`src/rtl/uart_bus_responder.sv`:
```
// UART bus responder: CPU strobe interface with a transmit holding/shift path
// and a receive buffer fed by a synchronized, mid-bit sampled rxd.
module uart_bus_responder #(
    parameter int unsigned CLKS_PER_BIT = 16
) (
    input  logic       clk,
    input  logic       rst,
    input  logic       wrn,
    input  logic       rdn,
    input  logic [7:0] bus_in,
    output logic [7:0] bus_out,
    output logic       bus_oe,
    output logic       data_ready,
    output logic       tbre,
    output logic       tsre,
    output logic       txd,
    input  logic       rxd,
    output logic       frame_err,
    output logic       overrun
);
    localparam int unsigned CNT_W = 10;
    localparam logic [CNT_W-1:0] BIT_LAST  = CNT_W'(CLKS_PER_BIT - 1);
    localparam logic [CNT_W-1:0] HALF_LAST = CNT_W'(CLKS_PER_BIT / 2 - 1);

    typedef enum logic [1:0] {TX_IDLE, TX_START, TX_DATA, TX_STOP} tx_state_t;
    typedef enum logic [1:0] {RX_IDLE, RX_START, RX_DATA, RX_STOP} rx_state_t;

    logic             wrn_q, rdn_q, armed;
    logic             wr_accept, rd_release;
    logic [7:0]       thr, rbr;

    tx_state_t        tx_state, tx_state_n;
    logic [CNT_W-1:0] tx_cnt, tx_cnt_n;
    logic [2:0]       tx_idx, tx_idx_n;
    logic [7:0]       tx_sh, tx_sh_n;
    logic             txd_n, tsre_n, tx_load;

    logic             rx_s1, rx_s2;
    rx_state_t        rx_state, rx_state_n;
    logic [CNT_W-1:0] rx_cnt, rx_cnt_n;
    logic [2:0]       rx_idx, rx_idx_n;
    logic [7:0]       rx_sh, rx_sh_n;
    logic             rx_done, rx_bad;

    // armed blocks a write strobe that was already low when reset released
    assign wr_accept  = armed & wrn_q & ~wrn;
    assign rd_release = ~rdn_q & rdn;
    assign bus_oe     = ~rdn;
    assign bus_out    = rbr;

    // Transmit next-state: a full THR is loaded from IDLE or straight out of STOP
    always_comb begin
        tx_state_n = tx_state;
        tx_cnt_n   = tx_cnt;
        tx_idx_n   = tx_idx;
        tx_sh_n    = tx_sh;
        txd_n      = txd;
        tsre_n     = tsre;
        tx_load    = 1'b0;
        case (tx_state)
            TX_IDLE: begin
                txd_n   = 1'b1;
                tx_load = ~tbre;
            end
            TX_START: begin
                if (tx_cnt == BIT_LAST) begin
                    tx_cnt_n   = '0;
                    tx_idx_n   = '0;
                    tx_state_n = TX_DATA;
                    txd_n      = tx_sh[0];
                end else begin
                    tx_cnt_n = tx_cnt + CNT_W'(1);
                end
            end
            TX_DATA: begin
                if (tx_cnt == BIT_LAST) begin
                    tx_cnt_n = '0;
                    if (tx_idx == 3'd7) begin
                        tx_state_n = TX_STOP;
                        txd_n      = 1'b1;
                    end else begin
                        tx_idx_n = tx_idx + 3'd1;
                        tx_sh_n  = tx_sh >> 1;
                        txd_n    = tx_sh[1];
                    end
                end else begin
                    tx_cnt_n = tx_cnt + CNT_W'(1);
                end
            end
            TX_STOP: begin
                if (tx_cnt == BIT_LAST) begin
                    tx_cnt_n = '0;
                    if (!tbre) begin
                        tx_load = 1'b1;
                    end else begin
                        tx_state_n = TX_IDLE;
                        tsre_n     = 1'b1;
                    end
                end else begin
                    tx_cnt_n = tx_cnt + CNT_W'(1);
                end
            end
            default: tx_state_n = TX_IDLE;
        endcase
        if (tx_load) begin
            tx_sh_n    = thr;
            tx_state_n = TX_START;
            tx_cnt_n   = '0;
            txd_n      = 1'b0;
            tsre_n     = 1'b0;
        end
    end

    // Receive next-state: false-start check at half bit, then full-bit spacing
    always_comb begin
        rx_state_n = rx_state;
        rx_cnt_n   = rx_cnt;
        rx_idx_n   = rx_idx;
        rx_sh_n    = rx_sh;
        rx_done    = 1'b0;
        rx_bad     = 1'b0;
        case (rx_state)
            RX_IDLE: begin
                if (!rx_s2) begin
                    rx_state_n = RX_START;
                    rx_cnt_n   = '0;
                end
            end
            RX_START: begin
                if (rx_cnt == HALF_LAST) begin
                    rx_cnt_n   = '0;
                    rx_idx_n   = '0;
                    rx_state_n = rx_s2 ? RX_IDLE : RX_DATA;
                end else begin
                    rx_cnt_n = rx_cnt + CNT_W'(1);
                end
            end
            RX_DATA: begin
                if (rx_cnt == BIT_LAST) begin
                    rx_cnt_n = '0;
                    rx_sh_n  = {rx_s2, rx_sh[7:1]};
                    if (rx_idx == 3'd7) rx_state_n = RX_STOP;
                    else                rx_idx_n   = rx_idx + 3'd1;
                end else begin
                    rx_cnt_n = rx_cnt + CNT_W'(1);
                end
            end
            RX_STOP: begin
                if (rx_cnt == BIT_LAST) begin
                    rx_cnt_n   = '0;
                    rx_state_n = RX_IDLE;
                    rx_done    = rx_s2;
                    rx_bad     = ~rx_s2;
                end else begin
                    rx_cnt_n = rx_cnt + CNT_W'(1);
                end
            end
            default: rx_state_n = RX_IDLE;
        endcase
    end

    // CPU strobes and transmit holding register
    always_ff @(posedge clk) begin
        if (!rst) begin
            wrn_q <= 1'b1;
            rdn_q <= 1'b1;
            armed <= 1'b0;
            thr   <= '0;
            tbre  <= 1'b1;
        end else begin
            wrn_q <= wrn;
            rdn_q <= rdn;
            armed <= 1'b1;
            if (wr_accept && tbre) begin
                thr  <= bus_in;
                tbre <= 1'b0;
            end else if (tx_load) begin
                tbre <= 1'b1;
            end
        end
    end

    // Transmit state register
    always_ff @(posedge clk) begin
        if (!rst) begin
            tx_state <= TX_IDLE;
            tx_cnt   <= '0;
            tx_idx   <= '0;
            tx_sh    <= '0;
            txd      <= 1'b1;
            tsre     <= 1'b1;
        end else begin
            tx_state <= tx_state_n;
            tx_cnt   <= tx_cnt_n;
            tx_idx   <= tx_idx_n;
            tx_sh    <= tx_sh_n;
            txd      <= txd_n;
            tsre     <= tsre_n;
        end
    end

    // Receive state register and buffer; a new byte beats a same-edge read clear
    always_ff @(posedge clk) begin
        if (!rst) begin
            rx_s1      <= 1'b1;
            rx_s2      <= 1'b1;
            rx_state   <= RX_IDLE;
            rx_cnt     <= '0;
            rx_idx     <= '0;
            rx_sh      <= '0;
            rbr        <= '0;
            data_ready <= 1'b0;
            frame_err  <= 1'b0;
            overrun    <= 1'b0;
        end else begin
            rx_s1     <= rxd;
            rx_s2     <= rx_s1;
            rx_state  <= rx_state_n;
            rx_cnt    <= rx_cnt_n;
            rx_idx    <= rx_idx_n;
            rx_sh     <= rx_sh_n;
            frame_err <= rx_bad;
            overrun   <= rx_done & data_ready & ~rd_release;
            if (rx_done) begin
                rbr        <= rx_sh;
                data_ready <= 1'b1;
            end else if (rd_release) begin
                data_ready <= 1'b0;
            end
        end
    end

endmodule

```
`config.mk`:
```
export PLATFORM = sky130hd
export DESIGN_NAME = uart_bus_responder
export DESIGN_NICKNAME = d
export VERILOG_FILES = /design/src/rtl/uart_bus_responder.sv
export SDC_FILE = /design/constraint.sdc
export NUM_CORES = 1
export LEC_CHECK = 0
export CORE_UTILIZATION = 52
export DETAILED_ROUTE_END_ITERATION = 16
export PLACE_DENSITY = 0.76
export SLEW_MARGIN = 20
export SYNTH_ARGS = -nofsm -noshare
export SYNTH_HDL_FRONTEND = slang
export SYNTH_SLANG_ARGS = --single-unit
export TNS_END_PERCENT = 30
```
`constraint.sdc`:
```
create_clock -name clk -period 2 [get_ports clk]
set_input_delay 0.6 -clock clk [delete_from_list [all_inputs] [get_ports clk]]
set_output_delay 0.6 -clock clk [all_outputs]
set_load 0.02 [all_outputs]
```
==> impl_metrics.ini <==
[run_status]
outcome = finished, final reports clean

[timing]
period_share = 0.9492
clock.fmax_ghz = 0.5268
finalSetupViolations = 0
rsz0062_at_grt = false
timing.final.max_slew_violations = 0
fin_ws_ns = 0.1017
final_hold_viol_count = 0
period_needed_ns = 1.898
tightestPinTransition_ns = 0.4901
slew_headroom = 0.6707
fin_skew_ns = 0.005661

[worst_setup_path]
crit_type = reg2out
r2r-start = tx_cnt[2]
crit_path_cell_trace = clkdlybuf4s50_1
path_buf_inv = 1
arrival_ns = 1.30
critical-path-top-delay-family = buffers and inverters
worst_path_largest_cell_delay_ns = 0.61
cp-start-kind = flop
crit_path_end_kind = output pin
cp.required_ns = 1.40
slowest_stage = clkdlybuf4s50_1
critPathMaxFanout = 2
reg2reg_to = tx_sh[4]
reg2reg_slack_ns = 0.12
rr_worst_depth = 5

[cells_and_area]
n_fill_cell = 521
fin_cells = 509
stdcell_area_um2 = 3955
layout-drive-gt1-share = 0.1129
fin_nets = 453
fin_util = 0.6526
area_growth_pct = 18.79
n_antenna_cell = 0

[detailed_routing]
wl_met2_um = 3549
ant_nets = 0
drt-met1-wl_um = 3477
routed_wirelength_um = 7381
via_count = 2913
drtPass1Iterations = 4
drc_errors = 0
vias_per_cell = 5.723
topRoutingLayerUsed = met4
wl_per_cell_um = 14.50
drtIter0Drc = 123
wl_met3_um = 230

[global_routing]
grtUsageTotal = 0.2386
antenna_found_initial = 0
grt_max_degree = 16
overflow = 0
grt_pass1_vias = 2545
grt_pass1_wl_um = 12080

[clock_network]
numCtsBuffers = 9
cts-root-buf = clkbuf_8
tritoncts = done
cts.clk_slew.worst_paths_ns = 0.07
h-tree-depth = 3
clock_path_buffers = 2
clock-sinks = 73
insertion_delay_ns = 0.35

[yosys]
yosys.area_share.simple = 0.2849
synth_compound_area_frac = 0.1537
syn_area_per_cell_um2 = 8.559
synthAdderAreaFrac = 0.03758
yosysWarningCount = 0
synthArstFlopShare = 0
netlist-cell-type-count = 49
synth_edf_count = 0
syn_area_um2 = 3329
ys_seq_area_frac = 0.4389
syn-num-nets = 412
synth-xor-area-share = 0.03157
synthCells = 389
synth.area.mux_share = 0.02706
ys_ff_latch = 73
synthFlopType = dfxtp_1
synth_top_family_by_area = simple AND/OR/NAND/NOR gates

[power]
ir_drop_mv = 0.5278
power.leakage_nw = 1.399
power_density_nw_per_um2 = 774.3
finalPower_mw = 3.063

[placement]
gp_congestion = 0.8539
place_area_um2 = 3767
dp_slack_ns = -0.2567
port_buffers = 27
dp_hpwl_um = 5152
dp_cells = 493

[floorplan]
core_area_um2 = 6061
dieArea_um2 = 6726
initial_core_util = 0.5493
fp.dieH_um = 82.02
num_rows = 28
die_w_um = 82.02
pin_count = 28

[worst_hold_path]
min_path_cells = 1
min_to = rx_s2
min_path_type = reg2reg
min-delay-start = rx_s1

[run]
drv_cap = 0
[cell usage after synthesis (4+ instances only)]
cell type | n | area, µm²
o211ai_1 | 4 | 30.03
o21ai_0 | 22 | 110.1
mux2i_1 | 9 | 90.09
nand4_1 | 8 | 50.05
nor4_1 | 4 | 25.02
nor2_1 | 27 | 101.4
and2_1 | 4 | 25.02
nor2b_1 | 5 | 31.28
clkbuf_1 | 13 | 48.80
nand3_1 | 20 | 100.1
dfxtp_1 | 73 | 1461
xnor2_1 | 9 | 78.83
inv_1 | 6 | 22.52
nand2_1 | 61 | 229.0
nor3_1 | 16 | 80.08
ha_1 | 10 | 125.1
a21oi_1 | 32 | 160.2
nand2b_1 | 5 | 31.28
a311oi_1 | 8 | 70.07
[power breakdown]
part / internal [mW] / switching, mW / leakage, nW / total (mW)
clock network: 0.443 / 0.516 / 0.0802 / 0.959
registers: 1.52 / 0.0486 / 0.592 / 1.57
logic: 0.231 / 0.303 / 0.727 / 0.534
total: 2.19 / 0.868 / 1.40 / 3.06
[cells in the final DEF (no fill, tap or decap), types with 8 or more instances in the layout]
master | Yosys | routed
nand3_1 | 20 | 19
nor2_1 | 27 | 27
buf_4 | 0 | 19
nand2_1 | 61 | 61
clkdlybuf4s50_1 | 0 | 25
dfxtp_1 | 73 | 73
clkbuf_8 | 0 | 9
xnor2_1 | 9 | 9
a311oi_1 | 8 | 8
mux2i_1 | 9 | 9
a21oi_1 | 32 | 32
nand4_1 | 8 | 8
ha_1 | 10 | 10
o21ai_0 | 22 | 22
nor3_1 | 16 | 16
[layout make-up]
| class | count | area [µm²] | share of cell area |
|---|---|---|---|
| tap | 75 | 93.84 | 0.02373 |
| multi-input combinational | 293 | 1813 | 0.4584 |
| inverter | 7 | 26.28 | 0.006643 |
| sequential | 73 | 1461 | 0.3695 |
| clock inverter | 3 | 18.77 | 0.004745 |
| clock buffer | 12 | 135.1 | 0.03417 |
| timing repair buffer | 46 | 406.6 | 0.1028 |
[flip-flops by register name, summed over array words and instances (netlist names), 2 cells and up, named ones only]
| signal | count |
|---|---|
| rx_cnt | 10 |
| tx_cnt | 10 |
| bus_out | 8 |
| rx_sh | 8 |
| thr | 8 |
| tx_sh | 8 |
| rx_idx | 3 |
| tx_idx | 3 |
| tx_state | 2 |
[what timing repair did]
item	4_1_cts	5_1_grt
pin swaps	0	1
gates resized for setup	4	5
hold buffers	0	0
endpoints found under the setup margin	4	18
buffers inserted	0	1
cloned	0	0
[cells by family (layout without fill, tap and decap cells)]
kind of cell    after synthesis  count (layout)
simple gates                179             179
compound gates               83              83
flops                        73              73
buf+inv                      23              68
xor+xnor                     12              12
fa+ha+maj                    10              10
mux                           9               9
[how the worst max path moves through the flow]
stage / slack, ns / endpoint / start / cells after the start
finish: 0.10 / bus_out[2] / bus_out[2] / 1
global route: 0.01 / rx_idx[0] / rx_idx[0] / 6
CTS: 0.003 / rx_cnt[5] / rx_cnt[0] / 5
detailed placement: -0.26 / bus_oe / rdn / 3
global placement: -0.26 / bus_oe / rdn / 3
floorplan: 0.06 / rx_cnt[5] / rst / 5
[per-stage QoR]
| step | setup TNS, ns | hold WS (ns) |
|---|---|---|
| after floorplan | 0 | 0.3863 |
| after global placement | -0.2561 | 0.3977 |
| after detailed placement | -0.2567 | 0.4060 |
| after CTS | 0 | 0.4253 |
| after global routing | 0 | 0.4483 |
| final | 0 | 0.4294 |
[metal layers]
layer	GRT usage	up-vias
met5	0	-
met4	0.08772	0
met3	0.06889	13
met2	0.3702	54
met1	0.3124	1363
li1	-	1483
Power figures use the tool's default switching activity.
